File: config.mk
export PLATFORM = sky130hd
export DESIGN_NAME = bitop_arbiter
export DESIGN_NICKNAME = d
export VERILOG_FILES = /design/src/rtl/bitop_arbiter.sv
export SDC_FILE = /design/constraint.sdc
export NUM_CORES = 1
export LEC_CHECK = 0
export CORE_UTILIZATION = 25
export CTS_CLUSTER_SIZE = 8
export DETAILED_ROUTE_END_ITERATION = 12
export GPL_TIMING_DRIVEN = 0
export PLACE_DENSITY = 0.44
export SYNTH_ARGS = -nofsm -noshare
export SYNTH_HDL_FRONTEND = slang
export SYNTH_SLANG_ARGS = --single-unit
File: constraint.sdc
create_clock -name clk -period 2.1 [get_ports clk]
set_input_delay 0.42 -clock clk [delete_from_list [all_inputs] [get_ports clk]]
set_output_delay 0.42 -clock clk [all_outputs]
set_load 0.02 [all_outputs]
File: src/rtl/bitop_arbiter.sv
// bitop_arbiter
//   Two-requester round-robin arbiter and sequencer for the shared bitwise
//   logic unit (AND/OR/XOR/NOT). A granted request is latched, run through
//   the logic unit for one cycle, and returned on a valid/ready response
//   channel tagged with the requester ID and opcode.
//
//   Handshake: a transfer happens on a rising edge where valid and ready are
//   both high. Requesters may change or drop valid/op/a/b freely until that
//   edge. reqN_ready is combinational and depends on reqN_valid. rsp_valid
//   is registered, and the rsp_* fields stay stable until rsp_ready is seen.
//
//   Optional build macro: BITOP_ARB_ZFLAG_EN
//     defined   - rsp_zero reports (rsp_data == 0), registered with the result
//     undefined - rsp_zero is tied low (no zero-detect logic)
//
// Ports
//   clk, rst_n               clock, asynchronous active-low reset
//   reqN_valid/ready         request handshake, N = 0, 1
//   reqN_op                  00 AND, 01 OR, 10 XOR, 11 NOT
//   reqN_a, reqN_b           operands (b ignored for NOT)
//   rsp_valid/ready          response handshake
//   rsp_data, rsp_id, rsp_op result, issuing requester, opcode
//   rsp_zero                 result-is-zero flag (see macro above)
module bitop_arbiter #(
    parameter int WIDTH = 16
) (
    input  logic             clk,
    input  logic             rst_n,
    input  logic             req0_valid,
    output logic             req0_ready,
    input  logic [1:0]       req0_op,
    input  logic [WIDTH-1:0] req0_a,
    input  logic [WIDTH-1:0] req0_b,
    input  logic             req1_valid,
    output logic             req1_ready,
    input  logic [1:0]       req1_op,
    input  logic [WIDTH-1:0] req1_a,
    input  logic [WIDTH-1:0] req1_b,
    output logic             rsp_valid,
    input  logic             rsp_ready,
    output logic [WIDTH-1:0] rsp_data,
    output logic             rsp_id,
    output logic [1:0]       rsp_op,
    output logic             rsp_zero
);

    typedef enum logic [1:0] {
        IDLE = 2'd0,
        EXEC = 2'd1,
        HOLD = 2'd2
    } state_t;

    state_t           state;
    logic             rr_ptr;      // 1: requester 1 wins a tie
    logic [1:0]       lat_op;
    logic [WIDTH-1:0] lat_a;
    logic [WIDTH-1:0] lat_b;
    logic             lat_id;

    logic             window_open;
    logic             grant0;
    logic             grant1;
    logic             accept;
    logic             accept_id;
    logic [WIDTH-1:0] result;

    // New work can only enter when nothing is in flight, or when the held
    // response is leaving on this same edge.
    assign window_open = (state == IDLE) || ((state == HOLD) && rsp_ready);

    // A lone valid requester always wins; on a tie the pointer decides.
    assign grant0 = req0_valid && (!req1_valid || !rr_ptr);
    assign grant1 = req1_valid && (!req0_valid || rr_ptr);

    assign req0_ready = window_open && grant0;
    assign req1_ready = window_open && grant1;

    assign accept    = (req0_valid && req0_ready) || (req1_valid && req1_ready);
    assign accept_id = req1_ready;

    always_comb begin
        result = '0;
        case (lat_op)
            2'b00:   result = lat_a & lat_b;
            2'b01:   result = lat_a | lat_b;
            2'b10:   result = lat_a ^ lat_b;
            default: result = ~lat_a;
        endcase
    end

    always_ff @(posedge clk or negedge rst_n) begin
        if (!rst_n) begin
            state     <= IDLE;
            rr_ptr    <= 1'b0;
            lat_op    <= 2'b00;
            lat_a     <= '0;
            lat_b     <= '0;
            lat_id    <= 1'b0;
            rsp_valid <= 1'b0;
            rsp_data  <= '0;
            rsp_id    <= 1'b0;
            rsp_op    <= 2'b00;
`ifdef BITOP_ARB_ZFLAG_EN
            rsp_zero  <= 1'b0;
`endif
        end else begin
            if (accept) begin
                lat_op <= accept_id ? req1_op : req0_op;
                lat_a  <= accept_id ? req1_a  : req0_a;
                lat_b  <= accept_id ? req1_b  : req0_b;
                lat_id <= accept_id;
                rr_ptr <= ~accept_id;
            end

            case (state)
                IDLE: begin
                    if (accept) begin
                        state <= EXEC;
                    end
                end
                EXEC: begin
                    rsp_data  <= result;
                    rsp_id    <= lat_id;
                    rsp_op    <= lat_op;
                    rsp_valid <= 1'b1;
`ifdef BITOP_ARB_ZFLAG_EN
                    rsp_zero  <= (result == '0);
`endif
                    state     <= HOLD;
                end
                HOLD: begin
                    if (rsp_ready) begin
                        rsp_valid <= 1'b0;
                        state     <= accept ? EXEC : IDLE;
                    end
                end
                default: begin
                    rsp_valid <= 1'b0;
                    state     <= IDLE;
                end
            endcase
        end
    end

`ifndef BITOP_ARB_ZFLAG_EN
    assign rsp_zero = 1'b0;
`endif

endmodule

# Yosys cells after proc, flatten, opt, wreduce, memory -nomap -nowiden
# Index checks and enable logic that the tools add are counted.
op_classes:
  n_bitwise: 6
  n_eq_ne: 6
  reduce_logical: 18
  n_mux: 10
op_table:
  columns: ["cell", "n"]
  rows:
  - ["$pmux 16 s3", 1]
  - ["$mux 16", 2]
  - ["$and 16x16->16", 1]
  - ["$not 16->16", 1]
  - ["$or 16x16->16", 1]
  - ["$xor 16x16->16", 1]
  - ["$logic_and 1x1->1", 7]
  - ["$mux 2", 3]
  - ["$pmux 2 s3", 1]
  - ["$eq 2x1->1 const B", 2]
  - ["$eq 2x2->1 const B", 2]
  - ["$logic_not 2->1", 2]
  - ["$logic_or 1x1->1", 4]
  - ["$ne 2x2->1 const B", 2]
  - ["$reduce_and 2->1", 2]
  - ["$logic_not 1->1", 3]
  - ["$pmux 1 s3", 1]
  - ["$mux 1", 2]
  - ["$not 1->1", 2]
word_totals:
  in_bits: 73
  out_inout_bits: 23
  regBits: 58
  elab_cells: 50

# Depth between registers and ports, before layout
# Gate-level depths: netlist of run 1.
depth:
  ltp_word: 9
  ltp_mapped: 7
  mapped_depth_nobuf: 6

# Worst setup path after synthesis of run 1
# OpenSTA, ideal clock, no wires.
synth_timing:
  path_kind: "register to register"
  from: "register lat_a[12]"
  to: "register rsp_data[12]"
  period_less_slack_ns: 1.481
  t_required_ns: 1.975
  setup_slack_ns: 0.619
  setup_ns: 0.125
  path_stages_with_launch: 5
  arrival_time_ns: 1.356
  path_buffers: 0
  path_cell_list: "dfrtp_1 > inv_1 > ha_1 > mux4_2 > mux2_2"
synth_via:
  elab_chain_len: 2
  elab_cells_between_ends: 5
  classes_between: "mux (1); bitwise (4)"
synth_rtl:
  columns: ["item", "line_no", "text"]
  rows:
  - ["start: declaration", "56", "logic [WIDTH-1:0] lat_a;"]
  - ["start signal: assignment", "109", "lat_a <= accept_id ? req1_a : req0_a;"]
  - ["$xor 16x16->16 (tied with other cells)", "86", "2'b10: result = lat_a ^ lat_b;"]
  - ["$pmux 16 s3 *", "83", "case (lat_op)"]
  - ["end signal: assignment", "122", "rsp_data <= result;"]
  - ["end: declaration", "41", "output logic [WIDTH-1:0] rsp_data,"]
# Every way passes the cells marked *; elsewhere a longest branch is shown, timed or not.
# A chain may end at the register's enable or synchronous reset.

# Worst setup path in the final report of run 1
layout_timing:
  from: "input rsp_ready"
  to: "output req0_ready"
layout_via:
  elab_chain_len: 3
layout_rtl:
  columns: ["item", "line_no", "text"]
  rows:
  - ["start: declaration", "40", "input logic rsp_ready,"]
  - ["$logic_and 1x1->1", "69", "assign window_open = (state == IDLE) || ((state == HOLD) && rsp_ready);"]
  - ["$logic_or 1x1->1", "69", null]
  - ["$logic_and 1x1->1", "75", "assign req0_ready = window_open && grant0;"]
  - ["end: declaration", "30", "output logic req0_ready,"]
# No other way between the ends.

==> results of run 1 <==
## path summary, 6_finish.rpt
check                          start    endpoint  slack (ns)  cells past startpoint
max                        rsp_ready  req0_ready        0.08                      5
max in group asynchronous      rst_n   lat_b[15]        1.41                      1
min in group clk              lat_id      lat_id        0.47                      2
min                            rst_n      rsp_id        0.17                      1
min reg2reg                   lat_id      lat_id        0.47                      2
max reg2reg                   rr_ptr   lat_b[10]        0.46                      7
## cell type report
type | count | area [um2] | share of cell area, %
timing repair buffer | 98 | 967 | 19.5
multi-input combinational | 226 | 1680 | 34.0
clock buffer | 15 | 298 | 6.01
buffer | 19 | 150 | 3.03
sequential | 58 | 1450 | 29.3
inverter | 44 | 178 | 3.59
clock inverter | 1 | 5.00 | 0.101
tap | 176 | 220 | 4.45
## Yosys cell counts
library cell / instances / area, um2
a21oi_2: 20 / 175
inv_4: 2 / 12.5
mux4_2: 8 / 180
nand2_1: 32 / 120
conb_1: 1 / 3.75
mux2_2: 11 / 124
nand2b_4: 1 / 13.8
inv_1: 39 / 146
a211oi_1: 8 / 60.1
dfrtp_1: 58 / 1450
inv_2: 3 / 11.3
nand4_4: 2 / 42.5
nand2b_1: 1 / 6.26
buf_4: 3 / 22.5
ha_1: 32 / 400
o21ai_1: 23 / 115
o211ai_1: 1 / 7.51
buf_2: 9 / 45.0
o21ai_0: 2 / 10.0
o21a_1: 1 / 7.51
nor2_1: 35 / 131
buf_6: 9 / 101
a22oi_1: 17 / 128
a21oi_1: 30 / 150
nand2b_2: 1 / 8.76
## layer usage
metal | GRT usage (%) | vias up | routed length (um)
met1 | 19.5 | 1333 | 4750
li1 | - | 1398 | -
met2 | 26.1 | 60 | 5120
met3 | 2.19 | 15 | 372
met4 | 5.86 | 0 | 170
met5 | 0 | - | 0
## placed cells by master, fill, tap and decap left out
cell             Yosys  routed
nand4_4              2       2
nand2b_4             1       1
buf_4                3       8
buf_6                9       8
a21oi_2             20      20
o211ai_1             1       1
a22oi_1             17      17
nand2b_1             1       1
o21ai_1             23      23
clkbuf_1             0       1
inv_2                3       3
a21oi_1             30      30
ha_1                32      32
mux2_2              11      11
clkdlybuf4s50_1      0      91
dfrtp_1             58      58
mux4_2               8       8
clkinv_2             0       1
o21a_1               1       1
inv_6                0       1
buf_2                9       9
a211oi_1             8       8
nand2b_2             1       1
inv_8                0       1
clkbuf_8             0       5
nor2_1              35      35
clkdlybuf4s15_2      0       1
conb_1               1       1
inv_1               39      39
o21ai_0              2       2
nand2_1             32      32
clkbuf_16            0       9
## sequential cells by signal, summed over array words and instances (netlist names)
| signal | cells |
|---|---|
| lat_op | 2 |
| rsp_id | 1 |
| rsp_op | 2 |
| rsp_valid | 1 |
| lat_b | 16 |
| state | 2 |
| lat_id | 1 |
| lat_a | 16 |
| rsp_data | 16 |
| rr_ptr | 1 |
## power groups by stage
| stage | clock [mW] | combinational, mW | sequential, mW |
|---|---|---|---|
| floorplan | 0 | 2.35 | 2.22 |
| detailed placement | 0 | 3.79 | 2.11 |
| global placement | 0 | 3.68 | 2.09 |
| global route | 1.55 | 4.22 | 2.17 |
| CTS | 1.50 | 3.84 | 2.10 |
| finish | 1.47 | 3.76 | 2.09 |
## repair_timing
action                                 4_1_cts  5_1_grt
endpoints found under the hold margin        0        0
pin swaps                                    2        0
buffers inserted                             4        0
resized for setup                           11        0
setup endpoints to repair                    2        1
## stage by stage
| stage | power, mW | util [%] | cell area [um2] | setup slack (ns) | std cells |
|---|---|---|---|---|---|
| after floorplan | 4.57 | - | 3470 | 0.619 | 349 |
| after global placement | 5.77 | 34.6 | 4640 | -1.46 | 619 |
| after detailed placement | 5.90 | 34.6 | 4630 | -0.715 | 619 |
| after CTS | 7.45 | 37.0 | 4960 | 0.00523 | 638 |
| after global routing | 7.94 | 37.0 | 4950 | 0.0412 | 637 |
| final | 7.32 | 37.0 | 4950 | 0.0802 | 637 |
## kinds of logic (layout without fill, tap and decap cells)
family / after synthesis / in the layout
other cells: 1 / 1
mux: 19 / 19
flops: 58 / 58
fa+ha+maj: 32 / 32
buf+inv: 65 / 177
simple gates: 72 / 72
compound gates: 102 / 102
==> key figures, run 1 <==
Run status
  • Status: finished, final reports clean

Logic synthesis
  • Largest family of logic cells by synthesized area: compound AO/OA/AOI/OAI gates
  • Mapped Cells: 349
  • Mapped cell area: 3470 um2
  • Post-synthesis adder-cell area fraction: 11.5%
  • Post-Syn Nets: 454
  • Mapped Avg Cell Area: 9.96 um2
  • Register area share after synthesis: 41.8%
  • Mux cell area share after synthesis: 8.75%
  • Register bit total from synthesis: 58
  • Post-synthesis compound-gate area fraction: 18.8%
  • Xor and xnor area share after synthesis: 0%
  • Netlist cell types: 25
  • Simple-gate area share of the yosys netlist: 9.29%
  • Yosys warning count: 0

Worst hold path
  • Worst Hold Class: input pin to asynchronous set/reset pin

Critical path
  • Worst Path Required: 1.68 ns
  • Critical path class: input pin to output port
  • Worst path max stage delay: 0.49 ns
  • Worst setup SP type: input pin
  • Slowest-stage cell, CP: clkdlybuf4s50_1
  • Worst EP arrival: 1.60 ns
  • Delay-heaviest family, CP: buffers and inverters
  • Worst setup EP type: output port
  • Worst-path cell chain: clkdlybuf4s50_1, nand2b_4, nand4_4, inv_8, clkdlybuf4s15_2
  • Buf/Inv on CP: 3
  • Max FO, Critical Path: 4

STA
  • Fmax: 0.495 GHz
  • Final setup TNS: 0 ns
  • Measured slew at the worst slew-check pin: 0.781 ns
  • RSZ-0062 raised after global routing: no
  • Worst Hold Margin: 0.169 ns
  • Max Slew Vio Count: 0
  • Relative slew slack: 47.9%
  • Clock skew: 0.00480 ns
  • Tmin final: 2.02 ns
  • Finish-stage setup viols: 0
  • Hold Vio Cnt, Final: 0
  • Tcrit/Tclk final: 96.2%

GRT
  • First-pass GRT wire length: 16,100 um
  • All-Layer GR Usage: 15.3%
  • Largest net degree at the start of global routing: 59
  • Total congestion overflow: 0
  • Initial antenna violation count: 0
  • Vias in the first global route: 2,998

Route
  • Initial DRC Count: 116
  • WL final: 10,400 um
  • # DRC: 0
  • DRT Pass-1 Iters: 4
  • Final ANT Viol Nets: 0
  • Vias: 2,806
  • Vias per cell: 4.41
  • Average wire per standard cell: 16.4 um

Clocking
  • Root Driver: clkbuf_16
  • Clk Latency, worst-skew pair: 0.33 ns
  • Num CTS Buffers: 9
  • H-tree depth: 3
  • Clock Sinks: 58
  • Clock buffer depth: 2
  • CTS Hold Bufs: 0
  • Worst-path clk slew: 0.05 ns
  • CTS tree: done

Die
  • Die area: 14,400 um2
  • Die Y: 120 um
  • Core footprint: 13,400 um2
  • Die Width: 120 um
  • Ports: 96
  • # rows: 42
  • Starting Density: 25.9%

Power and ir drop
  • Leakage: 2.22 nW
  • Psw: 2.90 mW
  • Sequential Power Share: 28.5%
  • Switch share: 39.6%
  • Pwr dens: 1480 nW/um2
  • Worst VDD drop: 418 uV
  • Internal power: 4.42 mW
  • Clock share of power: 20.0%
  • Combinational fraction of design power: 51.4%

Cells and area
  • Layout filler cell count: 1,379
  • Ant. Diodes: 0
  • Final nets: 561
  • Layout cell share with drive strength beyond 1: 19.3%
  • Synth-to-Final Area Change: 42.6%

Placed design
  • Gpl congestion: 0.736
  • Detail Placement HPWL: 7430 um
  • IO Port Bufs: 94

Job
  • Max-capacitance violation count: 0
(Power assumes the default switching activity.)
==> run 2: changes to the inputs <==
Settings changed: CTS_BUF_LIST from default to sky130_fd_sc_hd__clkbuf_2 sky130_fd_sc_hd__clkbuf_4 sky130_fd_sc_hd__clkbuf_8.
==> key figures, run 2 (synthesis gave the netlist of run 1 again) <==
Power and ir drop
  • Post-route total power: 6.92 mW
  • Leakage: 2.18 nW
  • Pwr dens: 1430 nW/um2
  • Worst VDD drop: 363 uV

Critical path
  • Buf/Inv on CP: 3
  • Reg2reg end: lat_a[12]
  • Delay-heaviest family, CP: buffers and inverters
  • Worst EP arrival: 1.60 ns
  • Slowest-stage cell, CP: clkdlybuf4s50_1
  • Worst path max stage delay: 0.49 ns
  • Max FO, Critical Path: 4
  • Worst reg-to-reg path cell count: 7
  • Worst-path cell chain: clkdlybuf4s50_1, nand2b_4, nand4_4, inv_8, clkdlybuf4s15_2
  • Worst setup EP type: output port
  • Worst Path Required: 1.68 ns
  • Critical path class: input pin to output port
  • Worst R2R Start: state[0]
  • Worst reg2reg setup slack: 0.45 ns
  • Worst setup SP type: input pin

Clocking
  • Clock Sinks: 58
  • Clk Latency, worst-skew pair: 0.35 ns
  • Root Driver: clkbuf_8
  • Clock buffer depth: 2
  • CTS tree: done
  • Num CTS Buffers: 9
  • H-tree depth: 3
  • Worst-path clk slew: 0.07 ns
  • CTS Hold Bufs: 0

Cells and area
  • Ant. Diodes: 0
  • Commonest non-fill, non-tap cell in the layout: clkdlybuf4s50_1
  • Layout cell share with drive strength beyond 1: 19.5%
  • Synth-to-Final Area Change: 39.8%
  • Biggest regs: lat_a: 16 flops, lat_b: 16 flops, rsp_data: 16 flops
  • Final nets: 561
  • Most frequent cells in the layout: clkdlybuf4s50_1 (91), dfrtp_1 (58), inv_1 (39)
  • Finished Core Util: 36.2%

Job
  • Max-capacitance violation count: 0

Die
  • # rows: 42
  • Core footprint: 13,400 um2
  • Starting Density: 25.9%
  • Die Width: 120 um
  • Die area: 14,400 um2
  • Ports: 96
  • Die Y: 120 um

STA
  • Hold Vio Cnt, Final: 0
  • Max Slew Vio Count: 0
  • Finish-stage setup viols: 0
  • Clock skew: 0.00564 ns
  • Relative slew slack: 47.7%
  • Worst Hold Margin: 0.147 ns
  • Measured slew at the worst slew-check pin: 0.785 ns
  • PnR worst setup slack: 0.0752 ns
  • Fmax: 0.494 GHz
  • RSZ-0062 raised after global routing: no
  • Tmin final: 2.02 ns
  • Tcrit/Tclk final: 96.4%

GRT
  • Largest net degree at the start of global routing: 59
  • First-pass GRT wire length: 16,100 um
  • GR Layer Usage met2: 26.1%
  • Total congestion overflow: 0
  • Grt met3 use: 3.04%
  • GRT busiest layer: met2
  • Vias in the first global route: 2,981
  • Met1 usage: 19.4%
  • Initial antenna violation count: 0
  • All-Layer GR Usage: 15.4%

Run status
  • Status: finished, final reports clean

Placed design
  • IO Port Bufs: 94
  • Gpl congestion: 0.736
  • Dpl ws: -0.715 ns
  • Detail Placement HPWL: 7430 um

Route
  • # DRC: 0
  • WL final: 10,500 um
  • Final ANT Viol Nets: 0
  • Vias: 2,782
  • DRT Pass-1 Iters: 5
  • Initial DRC Count: 92
  • Vias per cell: 4.37
  • Average wire per standard cell: 16.4 um

Worst hold path
  • Worst Hold Class: input pin to asynchronous set/reset pin
-- run 2: cell counts in the layout (fill, tap and decap cells not counted) --
Identical to the previous run, type by type.
-- run 2: worst reg2reg max path: cells and delay by family (launching register included) --
kind                   cells  cell delay, ns
AND/OR/NAND/NOR            1            0.17
flip-flops                 1            0.45
AO/OA/AOI/OAI              2            0.21
buffers and inverters      4            0.74
-- run 2: worst max path at each step --
stage               slack, ns  cells after the start           end      start
CTS                     0.005                      6    req1_ready  rsp_ready
detailed placement      -0.71                      6    req0_ready  rsp_ready
floorplan                0.62                      4  rsp_data[12]  lat_a[12]
finish                   0.08                      5    req0_ready  rsp_ready
global route             0.04                      5    req0_ready  rsp_ready
global placement        -1.46                      1   rsp_data[3]      rst_n
-- run 2: repair_timing --
action                     4_1_cts  5_1_grt
setup buffers                    4        0
setup endpoints to repair        2        1
resized for setup               11        0
pin swaps                        2        0
-- run 2: layout make-up --
| cell class | count | area [um2] |
|---|---|---|
| fill | 1383 | 8540 |
| multi-input combinational | 226 | 1680 |
| sequential | 58 | 1450 |
| timing repair buffer | 98 | 967 |
| tap | 176 | 220 |
| clock buffer | 15 | 200 |
| inverter | 44 | 178 |
| buffer | 19 | 150 |
| clock inverter | 1 | 5.00 |
-- run 2: stage by stage --
step           setup TNS, ns  area, um2  cells
6_report                   0       4860    637
5_1_grt                    0       4860    637
4_1_cts                    0       4870    638
3_5_place_dp           -1.45       4630    619
3_3_place_gp          -86.03       4640    619
2_1_floorplan              0       3470    349
-- run 2: routing by layer --
layer / share of wire, % / wire [um] / vias up
li1: - / - / 1394
met4: 1.3 / 137 / 0
met3: 3.0 / 315 / 11
met1: 47 / 4900 / 1321
met5: 0 / 0 / -
met2: 49 / 5110 / 56
-- run 2: where the power goes --
group	leakage (nW)	switching, mW	internal (mW)
combinational	1.37	1.98	1.78
sequential	0.699	0.410	1.68
clock	0.109	0.466	0.602
==> run 3: changes to the inputs <==
Settings changed: ABC_CLOCK_PERIOD_IN_PS from default to 2100, CORE_UTILIZATION 25 to 50, PLACE_DENSITY 0.44 to 0.8.
==> key figures, run 3 (synthesis gave the netlist of run 1 again) <==
Placed design
  • IO Port Bufs: 94
  • Detail Placement HPWL: 6450 um
  • Gpl congestion: 0.865

GRT
  • GRT busiest layer: met2
  • Initial antenna violation count: 0
  • Largest net degree at the start of global routing: 36
  • Met1 usage: 32.2%
  • Total congestion overflow: 0
  • All-Layer GR Usage: 26.0%
  • Grt met3 use: 4.67%
  • GR Layer Usage met2: 44.4%
  • Vias in the first global route: 2,884
  • First-pass GRT wire length: 14,200 um

Die
  • Core footprint: 6760 um2
  • Die Width: 85.4 um
  • Starting Density: 51.4%
  • Die area: 7290 um2
  • Ports: 96
  • # rows: 30
  • Die Y: 85.4 um

Critical path
  • Worst Path Required: 1.68 ns
  • Worst setup EP type: output port
  • Buf/Inv on CP: 4
  • Worst setup SP type: input pin
  • Worst-path cell chain: clkdlybuf4s50_1, nand2b_4, nand4_4, inv_6, buf_6, buf_4
  • Slowest-stage cell, CP: clkdlybuf4s50_1
  • Worst path max stage delay: 0.48 ns
  • Worst EP arrival: 1.62 ns
  • Delay-heaviest family, CP: buffers and inverters
  • Max FO, Critical Path: 10
  • Critical path class: input pin to output port

Power and ir drop
  • Pwr dens: 1430 nW/um2
  • Post-route total power: 6.80 mW
  • Leakage: 2.20 nW
  • Worst VDD drop: 696 uV

Clocking
  • Clk Latency, worst-skew pair: 0.33 ns
  • Num CTS Buffers: 9
  • Clock Sinks: 58
  • Worst-path clk slew: 0.06 ns
  • Clock buffer depth: 2
  • H-tree depth: 3
  • Root Driver: clkbuf_8
  • CTS Hold Bufs: 0
  • CTS tree: done

Cells and area
  • Layout filler cell count: 501
  • Biggest regs: lat_a: 16 flops, lat_b: 16 flops, rsp_data: 16 flops
  • Most frequent cells in the layout: clkdlybuf4s50_1 (90), dfrtp_1 (58), inv_1 (39)
  • Final nets: 567
  • Commonest non-fill, non-tap cell in the layout: clkdlybuf4s50_1
  • Finished Core Util: 70.5%
  • Ant. Diodes: 0
  • Layout cell share with drive strength beyond 1: 19.9%
  • Synth-to-Final Area Change: 37.1%

STA
  • Fmax: 0.490 GHz
  • Hold Vio Cnt, Final: 0
  • Clock skew: 0.00531 ns
  • Tmin final: 2.04 ns
  • Tcrit/Tclk final: 97.2%
  • Finish-stage setup viols: 0
  • Measured slew at the worst slew-check pin: 0.573 ns
  • Final setup TNS: 0 ns
  • Max Slew Vio Count: 0
  • Relative slew slack: 61.8%
  • Worst Hold Margin: 0.0814 ns
  • RSZ-0062 raised after global routing: no

Route
  • Initial DRC Count: 139
  • DRT Pass-1 Iters: 5
  • Vias: 2,913
  • Average wire per standard cell: 16.2 um
  • Final ANT Viol Nets: 0
  • Vias per cell: 5.36
  • # DRC: 0
  • WL final: 8780 um

Worst hold path
  • Worst Hold Class: input pin to asynchronous set/reset pin

Job
  • Max-capacitance violation count: 0

Run status
  • Status: finished, final reports clean
-- run 3: path summary, 6_finish.rpt --
check | startpoint | endpoint | slack, ns | cells after the start
hold reg to reg | lat_id | lat_id | 0.47 | 2
min in group clk | lat_id | lat_id | 0.47 | 2
max in group asynchronous | rst_n | rsp_op[0] | 1.44 | 2
hold / removal | rst_n | rsp_id | 0.08 | 1
setup / recovery | rsp_ready | req1_ready | 0.06 | 6
setup reg to reg | lat_a[2] | rsp_data[2] | 0.49 | 4
-- run 3: through the flow --
step | worst slack (ns) | instance area, um2 | std cells
4_1_cts | 0.000577 | 4710 | 538
3_3_place_gp | -1.19 | 4520 | 523
5_1_grt | 0.0173 | 4760 | 543
6_report | 0.0590 | 4760 | 543
2_1_floorplan | 0.619 | 3470 | 349
3_5_place_dp | -0.636 | 4530 | 524
-- run 3: final cells by class --
class	instances	area, um2	share of cell area [%]
Tap cell	80	100	2.10
Inverter	44	183	3.84
Buffer	20	161	3.39
Multi-Input combinational cell	226	1680	35.4
Clock buffer	12	165	3.47
Sequential cell	58	1450	30.5
Timing Repair Buffer	103	1020	21.4
-- run 3: layer usage --
metal,up-vias,wire [um]
li1,1399,-
met1,1406,3690
met2,90,4450
met3,18,398
met4,0,233
met5,-,0
-- run 3: worst reg2reg max path: stages, from the launching register on --
cell     delay, ns
dfrtp_1       0.40
inv_2         0.06
ha_1          0.29
mux4_2        0.48
mux2_2        0.27
-- run 3: power by group --
group | total (mW) | internal [mW] | switching, mW
clock | 0.904 | 0.499 | 0.406
sequential | 2.09 | 1.68 | 0.406
combinational | 3.81 | 1.83 | 1.98
-- run 3: repair_timing --
| item | 4_1_cts | 5_1_grt |
|---|---|---|
| setup buffers | 3 | 5 |
| resized for setup | 10 | 3 |
| endpoints found under the hold margin | 0 | 0 |
| pin swaps | 2 | 0 |
| endpoints found under the setup margin | 2 | 2 |
